$ cat src/rtl/serial_pkg.sv
// Shared definitions for the serial link: FSM encoding, line levels and counter sizing.
// Used by the transmitter today and by the receiver side of the link.
package serial_pkg;

  typedef enum logic [1:0] {
    IDLE  = 2'd0,
    START = 2'd1,
    DATA  = 2'd2,
    STOP  = 2'd3
  } state_t;

  localparam logic LINE_IDLE = 1'b1;
  localparam logic START_BIT = 1'b0;
  localparam logic STOP_BIT  = 1'b1;

  // Width of a counter that must hold 0 .. n-1; never narrower than one bit.
  function automatic int cnt_width(input int n);
    return (n <= 1) ? 1 : $clog2(n);
  endfunction

endpackage

$ cat src/rtl/bit_timer.sv
// Baud timer: counts clocks while enabled and pulses tick on the last clock of each bit period.
// Held at zero while disabled so every bit period starts aligned to the enable edge.
module bit_timer
  import serial_pkg::*;
#(
  parameter int CLKS_PER_BIT = 1
) (
  input  logic clk,
  input  logic reset,
  input  logic enable,
  output logic tick
);

  localparam int CW = cnt_width(CLKS_PER_BIT);
  localparam logic [CW-1:0] LAST = CW'(CLKS_PER_BIT - 1);

  logic [CW-1:0] count;

  always_ff @(posedge clk) begin
    if (reset || !enable) begin
      count <= '0;
    end else if (count == LAST) begin
      count <= '0;
    end else begin
      count <= count + CW'(1);
    end
  end

  assign tick = enable && (count == LAST);

endmodule

$ cat src/rtl/serial_tx.sv
// Parallel-to-serial frame transmitter: start bit, LSB-first data, stop bit.
// Every output is decoded from registered state, so valid/data_in never reach an output combinationally.
module serial_tx
  import serial_pkg::*;
#(
  parameter int WIDTH        = 8,
  parameter int CLKS_PER_BIT = 1
) (
  input  logic             clk,
  input  logic             reset,
  input  logic [WIDTH-1:0] data_in,
  input  logic             valid,
  output logic             ready,
  output logic             serial_out,
  output logic             busy,
  output logic             done,
  output state_t           fsm_state
);

  // Handshake: a word is taken on any rising edge where valid && ready (outside reset).
  // ready is high only in IDLE, so valid raised during a frame is simply ignored.

  localparam int BW = $clog2(WIDTH + 1);
  localparam logic [BW-1:0] LAST_BIT = BW'(WIDTH - 1);

  state_t           state;
  state_t           state_next;
  logic [WIDTH-1:0] shift_reg;
  logic [BW-1:0]    bit_cnt;
  logic             tick;

  bit_timer #(
    .CLKS_PER_BIT(CLKS_PER_BIT)
  ) u_bit_timer (
    .clk    (clk),
    .reset  (reset),
    .enable (state != IDLE),
    .tick   (tick)
  );

  always_ff @(posedge clk) begin
    if (reset) begin
      state     <= IDLE;
      shift_reg <= '0;
      bit_cnt   <= '0;
    end else begin
      state <= state_next;
      case (state)
        IDLE: begin
          if (valid) begin
            shift_reg <= data_in;
            bit_cnt   <= '0;
          end
        end
        DATA: begin
          if (tick) begin
            shift_reg <= shift_reg >> 1;
            bit_cnt   <= bit_cnt + BW'(1);
          end
        end
        default: ;
      endcase
    end
  end

  always_comb begin
    state_next = state;
    case (state)
      IDLE:    if (valid) state_next = START;
      START:   if (tick) state_next = DATA;
      DATA:    if (tick && (bit_cnt == LAST_BIT)) state_next = STOP;
      STOP:    if (tick) state_next = IDLE;
      default: state_next = IDLE;
    endcase
  end

  always_comb begin
    serial_out = LINE_IDLE;
    case (state)
      IDLE:    serial_out = LINE_IDLE;
      START:   serial_out = START_BIT;
      DATA:    serial_out = shift_reg[0];
      STOP:    serial_out = STOP_BIT;
      default: serial_out = LINE_IDLE;
    endcase
  end

  assign ready     = (state == IDLE);
  assign busy      = !ready;
  assign done      = (state == STOP) && tick;
  assign fsm_state = state;

endmodule
$ cat config.mk
export PLATFORM = sky130hd
export DESIGN_NAME = serial_tx
export DESIGN_NICKNAME = d
export VERILOG_FILES = /design/src/rtl/serial_pkg.sv /design/src/rtl/bit_timer.sv /design/src/rtl/serial_tx.sv
export SDC_FILE = /design/constraint.sdc
export NUM_CORES = 1
export LEC_CHECK = 0
export ABC_AREA = 1
export BUFFER_PORTS_ARGS = -buffer_cell sky130_fd_sc_hd__buf_2
export CORE_MARGIN = 3
export CORE_UTILIZATION = 50
export DETAILED_ROUTE_END_ITERATION = 8
export PLACE_DENSITY_LB_ADDON = 0.1
export SLEW_MARGIN = 20
export SYNTH_ARGS = -nofsm -noshare
export SYNTH_HDL_FRONTEND = slang
export SYNTH_SLANG_ARGS = --single-unit
$ cat constraint.sdc
create_clock -name clk -period 1.45 [get_ports clk]
set_input_delay 0.435 -clock clk [delete_from_list [all_inputs] [get_ports clk]]
set_output_delay 0.435 -clock clk [all_outputs]
set_load 0.05 [all_outputs]
==> results.sh <==
export IMPL_async_flop_share_pct=0
export IMPL_post_synth_cell_area_avg_um2=6.67
export IMPL_grt_first_pass_wirelength_um=3180
export IMPL_drive_above_1_share_pct=48.0
export IMPL_die_w_um=46.7
export IMPL_worstSetupPathType="reg2out"
export IMPL_maxSlewViolCount=0
export IMPL_synthCells=124
export IMPL_fin_area_um2=1260
export IMPL_rsz0062_at_grt="true"
export IMPL_min_period_over_period_pct=116
export IMPL_status="finished, violations left"
export IMPL_io_pin_count=17
export IMPL_syn_to_final_growth_pct=52.5
export IMPL_ys_warn_count=0
export IMPL_crit_path_top_delay_cell="dfxtp_4"
export IMPL_grt_max_degree=11
export IMPL_grt_overflow=0
export IMPL_syn_nets=140
export IMPL_grt_total_usage_pct=20.6
export IMPL_cap_violations=0
export IMPL_synth_edf_count=0
export IMPL_ys_seq_elements=15
export IMPL_worstSetupEndpointType="primary output"
export IMPL_start_kind="flip-flop"
export IMPL_nFillCells=93
export IMPL_post_place_ws_ns=-0.0298
export IMPL_synth_top_area_share_pct=36.3
export IMPL_cts_num_sinks=15
export IMPL_synth_top_flop_cell="dfxtp_1"
export IMPL_clk_pin_slew_ns=0.09
export IMPL_clock_fmax_mhz=594
export IMPL_die_y_um=46.7
export IMPL_multi_input_area_um2=628
export IMPL_worst_path_max_fanout=5
export IMPL_finalSetupViolations=17
export IMPL_wl_per_cell_um=12.9
export IMPL_n_antenna_cell=0
export IMPL_fin_util_pct=82.8
export IMPL_drt_total_wl_um=2160
export IMPL_path_cells="inv_4, ha_4, inv_8, nand2_8, nor2_4, buf_6"
export IMPL_avgViaCountPerCell=5.26
export IMPL_cts_htree_levels=1
export IMPL_critPathTopFamily="flip-flops"
export IMPL_drt_pass1_iterations=4
export IMPL_clk_latency_ns=0.28
export IMPL_synthTopCellsByArea="dfxtp_1 (36%), nand2_1 (16%), nor2_1 (11%), ha_1 (7.6%), o21ai_0 (4.8%)"
export IMPL_fin_nets=169
export IMPL_placed_area_um2=1040
export IMPL_clockBufferDepth=2
export IMPL_finalHoldViolCount=0
export IMPL_netlist_area_um2=827
export IMPL_antenna_found_initial=0
export IMPL_crit_buf_inv=3
export IMPL_cts_root_buf="clkbuf_4"
export IMPL_ff_latch_area_um2=308
export IMPL_crit_required_ns=1.02
export IMPL_die_area_um2=2180
export IMPL_hold_path_class="in2reg"
export IMPL_start_util_pct=54.3
export IMPL_final_setup_tns_ns=-1.93
export IMPL_worstPathArrival_ns=1.25
export IMPL_yosysSeqAreaShare_pct=36.3
export IMPL_rows=14
export IMPL_gp_congestion=0.820
export IMPL_num_vias=884
export IMPL_slowest_delay_ns=0.41
export IMPL_netlist_top_cell_by_area="dfxtp_1"
export IMPL_grt_pass1_vias=771
export IMPL_hpwl_um=1360
export IMPL_timing_hold_ws_ns=0.374
export IMPL_cts_tree="built"
export IMPL_largest_reg_flops=8
export IMPL_skew_ns=0.000669
export IMPL_drc_errors=0
export IMPL_yosysMostFrequentCell="nand2_1"
export IMPL_power_density_nw_per_um2=2210
export IMPL_fin_crit_ns=1.68
export IMPL_setup_slack_ns=-0.235
export IMPL_ys_top_cells_by_count="nand2_1 (35), nor2_1 (25), dfxtp_1 (15), inv_1 (8), o21ai_0 (8)"
export IMPL_core_area_um2=1520
export IMPL_cts_made_buffers=3
export IMPL_antenna_left=0
export IMPL_vdd_drop_max_uv=1260
export IMPL_violations="setup timing"
export IMPL_yosysUniqueCellTypes=20
export IMPL_drtIter0Drc=8
export IMPL_power_leakage_nw=0.586
export IMPL_portBuffers=16
[placed cells by master (no fill, tap or decap), types with 4 or more instances in the layout]
master / synthesis / layout
nor2_2: 0 / 7
nand2_1: 35 / 29
buf_6: 1 / 10
a21oi_1: 7 / 4
inv_1: 8 / 6
buf_4: 1 / 5
dfxtp_1: 15 / 13
nor2_1: 25 / 17
o21ai_2: 1 / 6
nand2_2: 3 / 6
buf_2: 2 / 12
[cell type report]
class                      instances  share of cell area (%)
multi-input combinational         95                    49.8
sequential                        15                    24.4
timing repair buffer              28                    17.9
inverter                          10                    4.17
clock buffer                       3                    1.79
tap                               16                    1.59
clock inverter                     1                   0.397
[per-layer routing]
metal | wire length (um) | track usage, % | vias up | share of wire [%]
li1 | - | - | 444 | -
met1 | 922 | 23.5 | 419 | 43
met2 | 1160 | 36.3 | 15 | 54
met3 | 55 | 3.91 | 6 | 2.5
met4 | 24 | 9.94 | 0 | 1.1
met5 | 0 | 0 | - | 0
[metrics by stage]
| stage | cells | power (W) |
|---|---|---|
| 6_report | 168 | 0.00279 |
| 5_1_grt | 168 | 0.00296 |
| 2_1_floorplan | 124 | 0.00176 |
| 3_3_place_gp | 160 | 0.00202 |
| 4_1_cts | 165 | 0.00246 |
| 3_5_place_dp | 160 | 0.00205 |
[report_power, final]
group / internal, W / switching, W
Combinational: 0.000779 / 0.00109
Clock: 0.000102 / 0.000136
Sequential: 0.000560 / 0.000126
[path summary, 6_finish.rpt]
| path | cells past startpoint | slack, ns | startpoint | to |
|---|---|---|---|---|
| worst max-delay path | 6 | -0.23 | fsm_state[1]$_SDFFE_PP0P_ | done |
| worst min-delay path | 2 | 0.37 | reset | bit_cnt[1]$_SDFFE_PP0P_ |
| worst max register to register | 10 | -0.15 | fsm_state[1]$_SDFFE_PP0P_ | shift_reg[7]$_SDFFE_PP0P_ |
| worst min register to register | 2 | 0.47 | shift_reg[7]$_SDFFE_PP0P_ | shift_reg[7]$_SDFFE_PP0P_ |
[repair_timing]
action,4_1_cts,5_1_grt
hold buffers,0,0
endpoints found under the setup margin,6,18
buffers inserted,1,3
pin swaps,3,20
cloned,0,0
gates resized for setup,16,30
endpoints found under the hold margin,0,0
[cell families after synthesis]
logic type	Yosys count	synth area share, %
simple gates	71	35.4
buf+inv	14	8.02
xor+xnor	1	1.06
flops	15	36.3
other cells	1	0.453
fa+ha+maj	5	7.56
compound gates	17	11.2
(Power assumes the default switching activity.)
